===== config.mk =====
export PLATFORM = sky130hd
export DESIGN_NAME = traffic_phase_timer
export DESIGN_NICKNAME = d
export VERILOG_FILES = /design/src/rtl/traffic_phase_timer.sv
export SDC_FILE = /design/constraint.sdc
export NUM_CORES = 1
export LEC_CHECK = 0
export ABC_AREA = 1
export BUFFER_PORTS_ARGS = -buffer_cell sky130_fd_sc_hd__buf_2
export CORE_UTILIZATION = 30
export CTS_CLUSTER_SIZE = 8
export DETAILED_ROUTE_END_ITERATION = 8
export GPL_ROUTABILITY_DRIVEN = 0
export GPL_TIMING_DRIVEN = 0
export PLACE_DENSITY = 0.5
export SYNTH_ARGS = -nofsm -noshare
export SYNTH_HDL_FRONTEND = slang
export SYNTH_SLANG_ARGS = --single-unit

===== constraint.sdc =====
create_clock -name clk -period 2 [get_ports clk]
set_input_delay 0.3 -clock clk [delete_from_list [all_inputs] [get_ports clk]]
set_output_delay 0.3 -clock clk [all_outputs]
set_load 0.01 [all_outputs]

===== src/rtl/traffic_phase_timer.sv =====
// traffic_phase_timer: phase duration timer with prescaler, sensor
// synchronizer/debouncer and one-hot lamp decode for a two-road junction.
`default_nettype none

module traffic_phase_timer #(
    parameter int TICK_DIV = 4,
    parameter int T_MAIN_G = 3,
    parameter int T_MAIN_Y = 1,
    parameter int T_SIDE_G = 2,
    parameter int T_SIDE_Y = 1,
    parameter int DEB_LEN  = 3
) (
    input  logic       clk,
    input  logic       rst,
    input  logic [1:0] state_in,
    input  logic       sensor_raw,
    output logic       timer_done,
    output logic       vehicle_present,
    output logic [2:0] main_lamp,
    output logic [2:0] side_lamp
);

    typedef enum logic [1:0] {
        PH_MAIN_G = 2'b00,
        PH_MAIN_Y = 2'b01,
        PH_SIDE_Y = 2'b10,
        PH_SIDE_G = 2'b11
    } phase_e;

    localparam logic [15:0] c_PRE_MAX  = 16'(TICK_DIV - 1);
    localparam logic [7:0]  c_DEB_LEN  = 8'(DEB_LEN);
    localparam logic [7:0]  c_T_MAIN_G = 8'(T_MAIN_G);
    localparam logic [7:0]  c_T_MAIN_Y = 8'(T_MAIN_Y);
    localparam logic [7:0]  c_T_SIDE_G = 8'(T_SIDE_G);
    localparam logic [7:0]  c_T_SIDE_Y = 8'(T_SIDE_Y);

    phase_e      state_q, state_d;
    logic [7:0]  cnt_q, cnt_d;
    logic [15:0] pre_q, pre_d;
    logic        s1_q, s2_q;
    logic [7:0]  deb_q, deb_d;
    logic        vp_q, vp_d;
    logic        w_same;
    logic        w_tick;

    function automatic logic [7:0] phase_dur(input phase_e ph);
        case (ph)
            PH_MAIN_G: phase_dur = c_T_MAIN_G;
            PH_MAIN_Y: phase_dur = c_T_MAIN_Y;
            PH_SIDE_G: phase_dur = c_T_SIDE_G;
            default:   phase_dur = c_T_SIDE_Y;
        endcase
    endfunction

    // Unregistered compare so timer_done falls in the same cycle state_in moves.
    assign w_same = (phase_e'(state_in) == state_q);
    assign w_tick = (pre_q == c_PRE_MAX);

    always_comb begin
        state_d = state_q;
        cnt_d   = cnt_q;
        pre_d   = pre_q;
        if (!w_same) begin
            state_d = phase_e'(state_in);
            cnt_d   = phase_dur(phase_e'(state_in));
            pre_d   = 16'd0;
        end else begin
            pre_d = w_tick ? 16'd0 : pre_q + 16'd1;
            if (w_tick && cnt_q != 8'd0) begin
                cnt_d = cnt_q - 8'd1;
            end
        end
    end

    always_comb begin
        deb_d = 8'd0;
        vp_d  = vp_q;
        if (s2_q != vp_q) begin
            if (deb_q + 8'd1 == c_DEB_LEN) begin
                vp_d = ~vp_q;
            end else begin
                deb_d = deb_q + 8'd1;
            end
        end
    end

    always_ff @(posedge clk or posedge rst) begin
        if (rst) begin
            state_q <= PH_MAIN_G;
            cnt_q   <= c_T_MAIN_G;
            pre_q   <= 16'd0;
            s1_q    <= 1'b0;
            s2_q    <= 1'b0;
            deb_q   <= 8'd0;
            vp_q    <= 1'b0;
        end else begin
            state_q <= state_d;
            cnt_q   <= cnt_d;
            pre_q   <= pre_d;
            s1_q    <= sensor_raw;
            s2_q    <= s1_q;
            deb_q   <= deb_d;
            vp_q    <= vp_d;
        end
    end

    assign timer_done      = (cnt_q == 8'd0) && w_same;
    assign vehicle_present = vp_q;

    // Lamps follow the registered phase, so they trail state_in by one cycle.
    always_comb begin
        main_lamp = 3'b100;
        side_lamp = 3'b100;
        case (state_q)
            PH_MAIN_G: main_lamp = 3'b001;
            PH_MAIN_Y: main_lamp = 3'b010;
            PH_SIDE_G: side_lamp = 3'b001;
            PH_SIDE_Y: side_lamp = 3'b010;
            default: begin
                main_lamp = 3'b100;
                side_lamp = 3'b100;
            end
        endcase
    end

endmodule

`default_nettype wire


[Yosys cells after proc, flatten, opt, wreduce, memory -nomap -nowiden]
Index checks and enable logic that the tools add are counted.
Operators by class
  bitwise operators: 1
  multipliers: 0
  add/subtract/negate cells: 3
  reduce and logical (&&, ||, !) cells: 7
  multiplexer cells: 9
  shifts and indexed selects: 0
  divide/modulo/power cells: 0
  equality and inequality tests: 9
  order comparisons: 0
Operator list (count)
  16-bit 2-to-1 mux: 2
  8-bit 2-to-1 mux: 4
  16-bit by 1-bit adder with 16-bit output, second input constant: 1
  16-bit by 2-bit == test with 1-bit output, second input constant: 1
  3-bit one-hot mux with 2 select lines: 2
  8-bit by 1-bit adder with 8-bit output, second input constant: 1
  8-bit by 2-bit == test with 1-bit output, second input constant: 1
  8-bit logical NOT: 1
  8-bit nonzero test: 1
  8-bit by 1-bit subtractor with 8-bit output, second input constant: 1
  2-bit == test, second input constant: 3
  2-bit logical NOT: 2
  2-bit one-hot mux with 2 select lines: 1
  2-bit by 1-bit == test with 1-bit output, second input constant: 1
  2-bit == test: 1
  1-bit logical AND: 2
  2-bit by 1-bit != test with 1-bit output, second input constant: 1
  2-bit AND reduction: 1
  1-bit != test: 1
  1-bit inverter: 1
Storage, ports and cells
  latch bits: 0
  word-level logic and storage cells: 36
  register bits: 37
  input bits: 5
  bits in writable memories: 0
  output and inout port bits: 8
  memories: 0
  ROM bits: 0

[Logic depth before layout (Yosys ltp)]
  depth after elaboration: 4
  gate-level depth with buffers: 10
  mapped depth without buffers: 10

[Worst setup path after synthesis]
Ideal clock, no wire load.
  kind: flip-flop to flip-flop
  start: register cnt_q[0]
  end: register cnt_q[3]
  arrival: 1.301 ns
  buffers on the path: 0
  stages on the path, launching flop included: 10
  period minus slack after synthesis: 1.377 ns
  library setup time: 0.076 ns
  data required time: 1.924 ns
  slack: 0.623 ns
  path through: dfstp_2 -> inv_1 -> ha_1 -> inv_1 -> nor2_1 -> nand2_1 -> nand3_2 -> nand2_2 -> nand2_1 -> o21ai_1
On the way
  longest elaborated chain between the ends: 3
  elaborated cells between the ends (all ways): 6
  classes of those cells: 1 x add/sub; 1 x eq/ne; 2 x mux; 2 x reduce/logical
Ends and longest elaborated chain
  from (decl): RTL line 38  | logic [7:0] cnt_q, cnt_d;
  from (signal assigned): RTL line 90  | cnt_q <= c_T_MAIN_G;
  from (signal assigned): RTL line 98  | cnt_q <= cnt_d;
  8-bit by 1-bit subtractor with 8-bit output / 8-bit nonzero test (equally long branches): RTL line 70, 69
  8-bit 2-to-1 mux / 1-bit logical AND (equally long branches): RTL line 69  | if (w_tick && cnt_q != 8'd0) begin
  8-bit 2-to-1 mux / 2-bit by 1-bit != test with 1-bit output (equally long branches)
Several ways; a longest one is shown, not always the timed one. The select of a mux whose other input is x is not followed.
A chain may end at the register's enable or synchronous reset.

[Worst setup path after layout]
  start: register state_q[1]
  end: output port timer_done
On the way
  longest elaborated chain between the ends: 2
Ends and longest elaborated chain
  from (decl): RTL line 37  | phase_e state_q, state_d;
  from (signal assigned): RTL line 97  | state_q <= state_d;
  2-bit == test: RTL line 56  | assign w_same = (phase_e'(state_in) == state_q);
  1-bit logical AND: RTL line 107  | assign timer_done = (cnt_q == 8'd0) && w_same;
  to (decl): RTL line 17  | output logic timer_done,
Every way passes these cells.

==> flow_summary.json <==
{
  "status": "completed",
  "yosysMostFrequentCell": "nand2_1",
  "net-switching-power_mw": 0.573,
  "cts_sinks": 37,
  "post_synth_main_area_contributors": "dfrtp_1, nand2_1, nor2_1",
  "rsz0062_at_grt": "false",
  "swShare": 0.316,
  "synth_nets": 288,
  "wl_um": 4090,
  "ir_drop_uv": 381,
  "cts_tree": "done",
  "ctsHoldBuffers": 0,
  "core_area_mm2": 0.00679,
  "synthCells": 277,
  "num_vias": 1709,
  "avgViaCountPerCell": 4.35,
  "ys_seq_area_frac": 0.438,
  "cts-resized-gates": 0,
  "clockBufferDepth": 2,
  "period_needed_ps": 1850,
  "synth_area_leader_cell": "dfrtp_1",
  "firstDrtPassIters": 4,
  "synth.cell_area_mm2": 0.00212,
  "worstSetupEndpointType": "primary output",
  "track_usage": 0.125,
  "die_y_um": 86.1,
  "yosysTopAreaCellShare": 0.413,
  "synth_ff_type": "dfrtp_1",
  "io_buffers": 12,
  "synth-edff-count": 0,
  "async_reset_ff_frac": 1.00,
  "drv_cap": 0,
  "clkLatencyLatePin_ps": 290,
  "crit_required_ps": 1700,
  "grt-ovfl-total": 0,
  "hold_viol_final": 0,
  "wl_per_cell_um": 10.4,
  "power.internal_mw": 1.24,
  "combinationalPowerShare": 0.217,
  "htree_num_levels": 2,
  "syn_to_final_growth_pct": 12.7,
  "drc": 0,
  "ant_nets": 0,
  "p_leak_nw": 1.17,
  "critical_path_class": "reg -> out",
  "yosys_register_bits": 37,
  "grt_max_degree": 38,
  "drv_slew": 0,
  "drt_first_iter_violations": 109,
  "clock.fmax_mhz": 539,
  "yosysUniqueCellTypes": 30,
  "antenna_found_initial": 0,
  "critPathMaxFanout": 10,
  "period_share": 0.927,
  "clk_pin_slew_ps": 70,
  "fin_util": 0.352,
  "die_w_um": 86.1,
  "finClkSkew_ps": 7.95,
  "worst_slew_pin_slew_ps": 796,
  "finalSetupViolCount": 0,
  "hold_path_class": "in -> reg",
  "holdWs_ps": 115,
  "start_util": 0.312,
  "die-area_mm2": 0.00741,
  "power_frac_seq": 0.481,
  "drive_above_1_share": 0.141,
  "first_global_vias": 1648,
  "worstSetupStartpointType": "flip-flop",
  "io_pins": 13,
  "grt_first_pass_wirelength_um": 7390,
  "fp-row-count": 30,
  "finalSetupTns_ps": 0,
  "cts_buffers": 5,
  "avgSynthCellArea_um2": 7.66,
  "power_density_mw_per_mm2": 758,
  "dpl.hpwl_um": 2890,
  "cts_setup_buffers": 0,
  "cts_root_buffer": "clkbuf_8",
  "clockPowerShare": 0.302,
  "maxSlewHeadroom": 0.468,
  "n_antenna_cell": 0,
  "worstPathArrival_ps": 1550,
  "ys_warn_count": 0,
  "nets": 307,
  "synth_common_cells": "nand2_1, nor2_1, dfrtp_1, inv_1, nand3_1"
}
[area by class of cell]
cell class | count | area [µm²]
plain buffers | 5 | 27.5
clock buffers | 8 | 90.1
fillers | 711 | 4400
inverters | 39 | 146
multi-input cells | 196 | 1020
flip-flops and latches | 37 | 928
well taps | 96 | 120
repair buffers | 12 | 60.1
[flip-flops by register name (all words and copies together) (netlist names)]
name             flops
state_q              2
deb_q                8
cnt_q                8
s2_q                 1
vehicle_present      1
pre_q               16
s1_q                 1
[power groups by stage]
stage / sequential [mW] / clock (mW) / combinational [mW]
floorplan: 0.879 / 0 / 0.301
global placement: 0.885 / 0 / 0.394
detailed placement: 0.887 / 0 / 0.396
CTS: 0.871 / 0.573 / 0.399
global route: 0.883 / 0.593 / 0.465
finish: 0.871 / 0.548 / 0.394
[kinds of logic (layout without fill, tap and decap cells)]
kind of cell | count (synthesis) | in the layout | synth area share
flops | 37 | 37 | 0.438
xor+xnor | 13 | 13 | 0.0537
compound gates | 16 | 16 | 0.0413
simple gates | 161 | 161 | 0.350
fa+ha+maj | 6 | 6 | 0.0354
buf+inv | 44 | 64 | 0.0820
[layer usage]
layer / routed length, µm / track usage
met1: 2110 / 0.174
met4: 41 / 0.0439
met5: 0 / 0
met2: 1780 / 0.189
met3: 160 / 0.0279
[worst paths after layout]
check	slack [ps]	start	end	cells after the start
min in group asynchronous	150	rst	deb_q[1]	2
max in group asynchronous	1330	rst	pre_q[2]	2
max	150	state_q[1]	timer_done	5
min	110	sensor_raw	s1_q	1
min reg2reg	360	s1_q	s2_q	0
max reg2reg	410	cnt_q[0]	cnt_q[3]	9
[cells in the final DEF, fill, tap and decap left out, types with 3 or more instances in the layout]
cell      instances
nand2_1          60
nor2_1           44
dfrtp_1          35
inv_1            34
nand3_1          27
buf_2            13
xor2_1           10
a21oi_1          10
nand4_1           6
ha_1              6
clkbuf_8          6
inv_2             5
clkbuf_1          5
nand2_2           4
nor3_1            4
xnor2_1           3
nor3b_1           3
[worst max-delay path: stages (launching register included)]
cell and delay [ps]:
dfrtp_1 440, xnor2_1 210, nand2_2 140, buf_2 220
nor2_1 120, buf_2 140
[metrics by stage]
step                      setup slack [ps]  instance area [µm²]  cells  power, mW
after detailed placement               390                 2300    385       1.28
after floorplan                        623                 2120    277       1.18
after global placement                 275                 2300    385       1.28
after CTS                              109                 2390    393       1.84
after global routing                  8.34                 2390    393       1.94
final                                  146                 2390    393       1.81
Note: power is estimated with default switching activity, not from simulation.
